--- config.mk ---
export PLATFORM = sky130hd
export DESIGN_NAME = vm1_qbus_demux
export DESIGN_NICKNAME = d
export VERILOG_FILES = /design/src/rtl/vm1_qbus_pkg.sv /design/src/rtl/vm1_qbus_edge.sv /design/src/rtl/vm1_qbus_demux.sv
export SDC_FILE = /design/constraint.sdc
export NUM_CORES = 1
export LEC_CHECK = 0
export ABC_AREA = 1
export BUFFER_PORTS_ARGS = -buffer_cell sky130_fd_sc_hd__buf_2
export CAP_MARGIN = 10
export CORE_ASPECT_RATIO = 1.75
export CORE_UTILIZATION = 53
export CTS_CLUSTER_DIAMETER = 40
export DETAILED_ROUTE_END_ITERATION = 10
export GPL_TIMING_DRIVEN = 0
export PLACE_DENSITY = 0.84
export SETUP_SLACK_MARGIN = 0.1
export SLEW_MARGIN = 20
export SYNTH_ARGS = -nofsm -noshare
export SYNTH_HDL_FRONTEND = slang
export SYNTH_SLANG_ARGS = --single-unit
--- constraint.sdc ---
create_clock -name pin_clk -period 3.4 [get_ports pin_clk]
set_input_delay 0.17 -clock pin_clk [delete_from_list [all_inputs] [get_ports pin_clk]]
set_output_delay 0.17 -clock pin_clk [all_outputs]
set_load 0.02 [all_outputs]
--- src/rtl/vm1_qbus_pkg.sv ---
// Shared types and helpers for the vm1 Q-bus demultiplexer.
// The VM1_QBUS_TIMEOUT_EN build option is handled in vm1_qbus_demux.
package vm1_qbus_pkg;

  typedef enum logic [2:0] {
    IDLE,
    ADDR,
    RD,
    RDONE,
    RMWW,
    WR,
    WDONE,
    WAITS
  } state_t;

  // Enable for one byte lane: all lanes on word access, addressed lane on byte access
  function automatic logic be_gen(
    input logic       byte_op,
    input logic [5:0] addr_lsbs,
    input int         lane,
    input int         data_w
  );
    int lanes;
    lanes = data_w / 8;
    return !byte_op || (lane == (int'(addr_lsbs) % lanes));
  endfunction

endpackage

--- src/rtl/vm1_qbus_edge.sv ---
// Registered rise/fall detector for the SYNC, DIN and DOUT strobes.
// Bit order: [0]=sync, [1]=din, [2]=dout.
module vm1_qbus_edge (
  input  logic       pin_clk,
  input  logic       pin_dclo_n,
  input  logic [2:0] sig,
  output logic [2:0] rise,
  output logic [2:0] fall
);

  logic [2:0] sig_q;

  always_ff @(posedge pin_clk) begin
    if (!pin_dclo_n) begin
      sig_q <= '0;
    end else begin
      sig_q <= sig;
    end
  end

  assign rise = sig & ~sig_q;
  assign fall = ~sig & sig_q;

endmodule

--- src/rtl/vm1_qbus_demux.sv ---
// Q-bus AD/SYNC/DIN/DOUT handshake to flat memory bus demultiplexer.
// Define VM1_QBUS_TIMEOUT_EN to enable the bus-timeout error path.
module vm1_qbus_demux
  import vm1_qbus_pkg::*;
#(
  parameter int ADDR_W  = 16,
  parameter int DATA_W  = 16,
  parameter int TMO_CYC = 64
) (
  input  logic                pin_clk,
  input  logic                pin_dclo_n,
  input  logic [ADDR_W-1:0]   core_ad_out,
  output logic [ADDR_W-1:0]   core_ad_in,
  input  logic                core_sync,
  input  logic                core_din,
  input  logic                core_dout,
  input  logic                core_wtbt,
  input  logic                core_rmw,
  output logic                core_rply,
  output logic                bus_err,
  output logic [ADDR_W-1:0]   mem_addr,
  output logic [DATA_W-1:0]   mem_wdata,
  input  logic [DATA_W-1:0]   mem_rdata,
  output logic                mem_re,
  output logic                mem_we,
  output logic [DATA_W/8-1:0] mem_be,
  input  logic                mem_ack
);

  localparam int BE_W = DATA_W / 8;

  if ((DATA_W % 8) != 0 || TMO_CYC < 1) begin : g_bad_cfg
    $error("vm1_qbus_demux: invalid DATA_W or TMO_CYC");
  end

  state_t            state, state_nx;
  logic [2:0]        rise, fall;
  logic              sync_rise, sync_fall;
  logic              din_rise, din_fall;
  logic              dout_rise, dout_fall;
  logic              rmw_flag, byte_q;
  logic [DATA_W-1:0] rd_data;
  logic              tmo_hit;

  vm1_qbus_edge u_edge (
    .pin_clk    (pin_clk),
    .pin_dclo_n (pin_dclo_n),
    .sig        ({core_dout, core_din, core_sync}),
    .rise       (rise),
    .fall       (fall)
  );

  assign sync_rise = rise[0];
  assign din_rise  = rise[1];
  assign dout_rise = rise[2];
  assign sync_fall = fall[0];
  assign din_fall  = fall[1];
  assign dout_fall = fall[2];

`ifdef VM1_QBUS_TIMEOUT_EN
  localparam int CNT_W = $clog2(TMO_CYC + 1);

  logic [CNT_W-1:0] tmo_cnt;
  logic             busy;

  assign busy    = (state == RD) || (state == WR);
  assign tmo_hit = busy && !mem_ack
                && (tmo_cnt == CNT_W'(TMO_CYC - 1));

  always_ff @(posedge pin_clk) begin
    if (!pin_dclo_n || !busy) begin
      tmo_cnt <= '0;
    end else if (!mem_ack) begin
      tmo_cnt <= tmo_cnt + 1'b1;
    end
  end

  always_ff @(posedge pin_clk) begin
    if (!pin_dclo_n) begin
      bus_err <= 1'b0;
    end else begin
      bus_err <= tmo_hit && !sync_fall;
    end
  end
`else
  assign tmo_hit = 1'b0;
  assign bus_err = 1'b0;
`endif

  always_ff @(posedge pin_clk) begin
    if (!pin_dclo_n) begin
      state <= IDLE;
    end else begin
      state <= state_nx;
    end
  end

  always_comb begin
    state_nx = state;
    unique case (state)
      IDLE:  if (sync_rise) state_nx = ADDR;
      ADDR: begin
        if (core_din || din_rise) state_nx = RD;
        else if (core_dout)       state_nx = WR;
        else if (!core_sync)      state_nx = IDLE;
      end
      RD:    if (mem_ack || tmo_hit) state_nx = RDONE;
      RDONE: if (din_fall) state_nx = rmw_flag ? RMWW : WAITS;
      RMWW:  if (dout_rise) state_nx = WR;
      WR:    if (mem_ack || tmo_hit) state_nx = WDONE;
      WDONE: if (dout_fall) state_nx = WAITS;
      WAITS: if (!core_sync) state_nx = IDLE;
      default: state_nx = IDLE;
    endcase
    if (sync_fall) state_nx = IDLE;
  end

  always_ff @(posedge pin_clk) begin
    if (!pin_dclo_n) begin
      mem_addr  <= '0;
      mem_wdata <= '0;
      rd_data   <= '0;
      mem_re    <= 1'b0;
      mem_we    <= 1'b0;
      core_rply <= 1'b0;
      rmw_flag  <= 1'b0;
      byte_q    <= 1'b0;
    end else if (sync_fall) begin
      mem_re    <= 1'b0;
      mem_we    <= 1'b0;
      core_rply <= 1'b0;
    end else begin
      unique case (state)
        IDLE: if (sync_rise) begin
          mem_addr <= core_ad_out;
          rmw_flag <= core_rmw;
          byte_q   <= 1'b0;
        end
        ADDR: begin
          if (core_din || din_rise) begin
            mem_re <= 1'b1;
          end else if (core_dout) begin
            mem_wdata <= DATA_W'(core_ad_out);
            byte_q    <= core_wtbt;
            mem_we    <= 1'b1;
          end
        end
        // A timed-out read returns zero data
        RD: if (mem_ack || tmo_hit) begin
          rd_data   <= mem_ack ? mem_rdata : '0;
          mem_re    <= 1'b0;
          core_rply <= 1'b1;
        end
        RDONE: if (din_fall) core_rply <= 1'b0;
        RMWW: if (dout_rise) begin
          mem_wdata <= DATA_W'(core_ad_out);
          byte_q    <= core_wtbt;
          mem_we    <= 1'b1;
        end
        WR: if (mem_ack || tmo_hit) begin
          mem_we    <= 1'b0;
          core_rply <= 1'b1;
        end
        WDONE: if (dout_fall) core_rply <= 1'b0;
        default: ;
      endcase
    end
  end

  always_comb begin
    mem_be = '0;
    for (int i = 0; i < BE_W; i++) begin
      mem_be[i] = be_gen(byte_q, mem_addr[5:0], i, DATA_W);
    end
  end

  assign core_ad_in = core_din ? ADDR_W'(rd_data) : core_ad_out;

endmodule

==> qor.csv <==
metric,value,unit
Highest Clock Rate,597.8,MHz
dominant cell type by area after synthesis,dfxtp_1,
Initial DRC Count,115,
core area,0.004748,mm^2
Pins Over Slew Limit,0,
prevailing post-synth register cell,dfxtp_1,
Psw,0.001044,W
CP startpoint kind,register,
Die X,55.63,um
via/cell ratio,5.225,
Switching Fraction,0.4006,
Seq pwr share,0.363,
hold bufs inserted after CTS,0,
dpl cells,546,
htree depth,3,
Non-Filler Instances,561,
sequential fraction of the synthesis area,0.4428,
"antenna viol nets, final",0,
Mapped Nets,444,
internal power,0.001562,W
Hold Slack,0.07211,ns
slowest CP cell,dfxtp_1,
CTS tree,built,
largest net degree at the start of global routing,11,
RSZ-0062 raised after global routing,false,
"Reg clk slew, reported paths",0.06,ns
Max-Cap Viols,0,
fin crit period,1.673,ns
maximum fanout along the worst path,10,
IO buf count,90,
Layout Skew,0.009047,ns
clk sinks,59,
Yosys cell types,21,
grt total ovfl,0,
first-pass GRT wire length,13030,um
slew margin rel.,0.6605,
Antenna diodes,0,
cts repair resizes,0,
via count,2931,
Synth Instances,404,
kind of critical path,register to register,
post-DP HPWL,6180,um
FILL cells,421,
crit-path max cell delay,0.48,ns
drt total wl,8093,um
Initial Utilization,0.5618,
Pleak,1.742,nW
die area,0.005332,mm^2
Worst EP required,3.63,ns
Longest Clk Path Bufs,2,
Peak VDD IR,0.6445,mV
Slew @ Worst Pin,0.5093,ns
ys async rst share,0,
clk_lat worst skew,0.33,ns
clk root buf,clkbuf_8,
worst path cell trace,inv_2 > nand3_1 > nand3_1 > nor2_4 > buf_4 > nand2_1 > nand2_1 > nor2_1,
die height,95.85,um
PD cells,770.1,mW/mm^2
share of layout cells above drive strength 1,0.2475,
Yosys reg bits,59,
hold crit path type,input port to register,
Worst setup EP type,register,
row count,33,
Power Total,0.002606,W
Synth-to-Final Area Change,26.88,%
Setup-failing EPs final,0,
GP Congestion,0.9654,
Final Hold Viols,0,
mapped cell area,0.002668,mm^2
# Post-CTS Setup Buffers,0,
Top-Level Pins,94,
Syn. warnings,0,
"EDFF count, synth",0,
outcome,"complete, no violations",
CP Data Arrival Time,1.90,ns
Setup TNS Final,0,ns
initial antenna violation count,0,
most frequent cells in the layout,"nand2_1, buf_2, nor2_1",
"commonest non-fill, non-tap cell in the layout",nand2_1,
clock group share of total power,0.247,
synthesized area per cell,6.603,um^2
Logic pwr share,0.391,
top-area cell type share of the netlist area,0.4428,
fin nets,545,
Routed WL per cell,14.43,um
Pre-Repair DR Iteration Count,5,
Final period util,0.4920,
synth top area cells,"dfxtp_1, nand2_1, nor2_1",
CTS buffer count,9,
residual DRC count,0,
gr usage total,0.3229,
vias in the first global route,2845,
cell type report:
| class | instances | area [um^2] | area share |
|---|---|---|---|
| multi-input combinational | 285 | 1230 | 0.3634 |
| clock inverter | 4 | 50.05 | 0.01479 |
| tap | 52 | 65.06 | 0.01922 |
| timing repair buffer | 90 | 450.4 | 0.1331 |
| sequential | 59 | 1181 | 0.3490 |
| inverter | 38 | 142.6 | 0.04214 |
| clock buffer | 11 | 151.4 | 0.04473 |
| buffer | 22 | 113.9 | 0.03364 |
registers in the layout, summed over array words and instances (netlist names):
signal	flops
rd_data	16
byte_q	1
mem_addr	16
rmw_flag	1
mem_re	1
state	3
mem_wdata	16
mem_we	1
u_edge.sig_q	3
core_rply	1
cells by family after synthesis:
kind of cell,count (synthesis),synth area share
flip-flops,59,0.4428
AO/OA/AOI/OAI,77,0.1468
other,1,0.001406
AND/OR/NAND/NOR,207,0.3129
buffers and inverters,60,0.09616
metal layers:
metal,global-route usage,vias to the layer above,wire [um]
met1,0.3013,1314,2882
li1,-,1467,-
met2,0.5954,111,4224
met5,0,-,0
met3,0.06586,39,395
met4,0.2750,0,590
stage by stage:
step | setup slack (ns) | util | area [um^2]
global placement | 1.791 | 0.6704 | 3183
detailed placement | 1.816 | 0.6704 | 3183
global route | 1.591 | 0.7128 | 3385
floorplan | 2.076 | - | 2668
CTS | 1.786 | 0.7128 | 3385
finish | 1.727 | 0.7128 | 3385
power groups by stage:
stage,sequential [W],clock [W],combinational (W)
floorplan,0.00110,0,0.000552
global placement,0.000951,0,0.000993
detailed placement,0.000957,0,0.00100
CTS,0.000942,0.000650,0.00102
global route,0.000959,0.000680,0.00113
finish,0.000945,0.000643,0.00102
Yosys cell counts, types with 2 or more instances:
cell,instances
inv_2,5
o21ai_0,26
buf_1,3
nor2_4,2
a21oi_1,24
buf_4,7
o21ai_1,25
inv_1,33
nand2_1,96
buf_2,4
nand3_1,22
nor2_1,83
clkbuf_1,8
dfxtp_1,59
final timing paths:
| path | from | to | cells past startpoint | slack (ns) |
|---|---|---|---|---|
| worst max-delay path | state[2]$_SDFFE_PP0P_ | mem_wdata[13]$_SDFFE_PN0P_ | 8 | 1.73 |
| worst min-delay path | mem_ack | mem_re$_SDFFE_PP0P_ | 2 | 0.07 |
| worst max register to register | state[2]$_SDFFE_PP0P_ | mem_wdata[13]$_SDFFE_PN0P_ | 8 | 1.73 |
| worst min register to register | mem_we$_SDFFE_PP0P_ | mem_we$_SDFFE_PP0P_ | 2 | 0.46 |
critical path, delay by kind of cell, from the launching register on:
kind	cells	cell delay, ns
simple gates	6	0.72
flops	1	0.48
buf+inv	2	0.36
(Power assumes the default switching activity.)
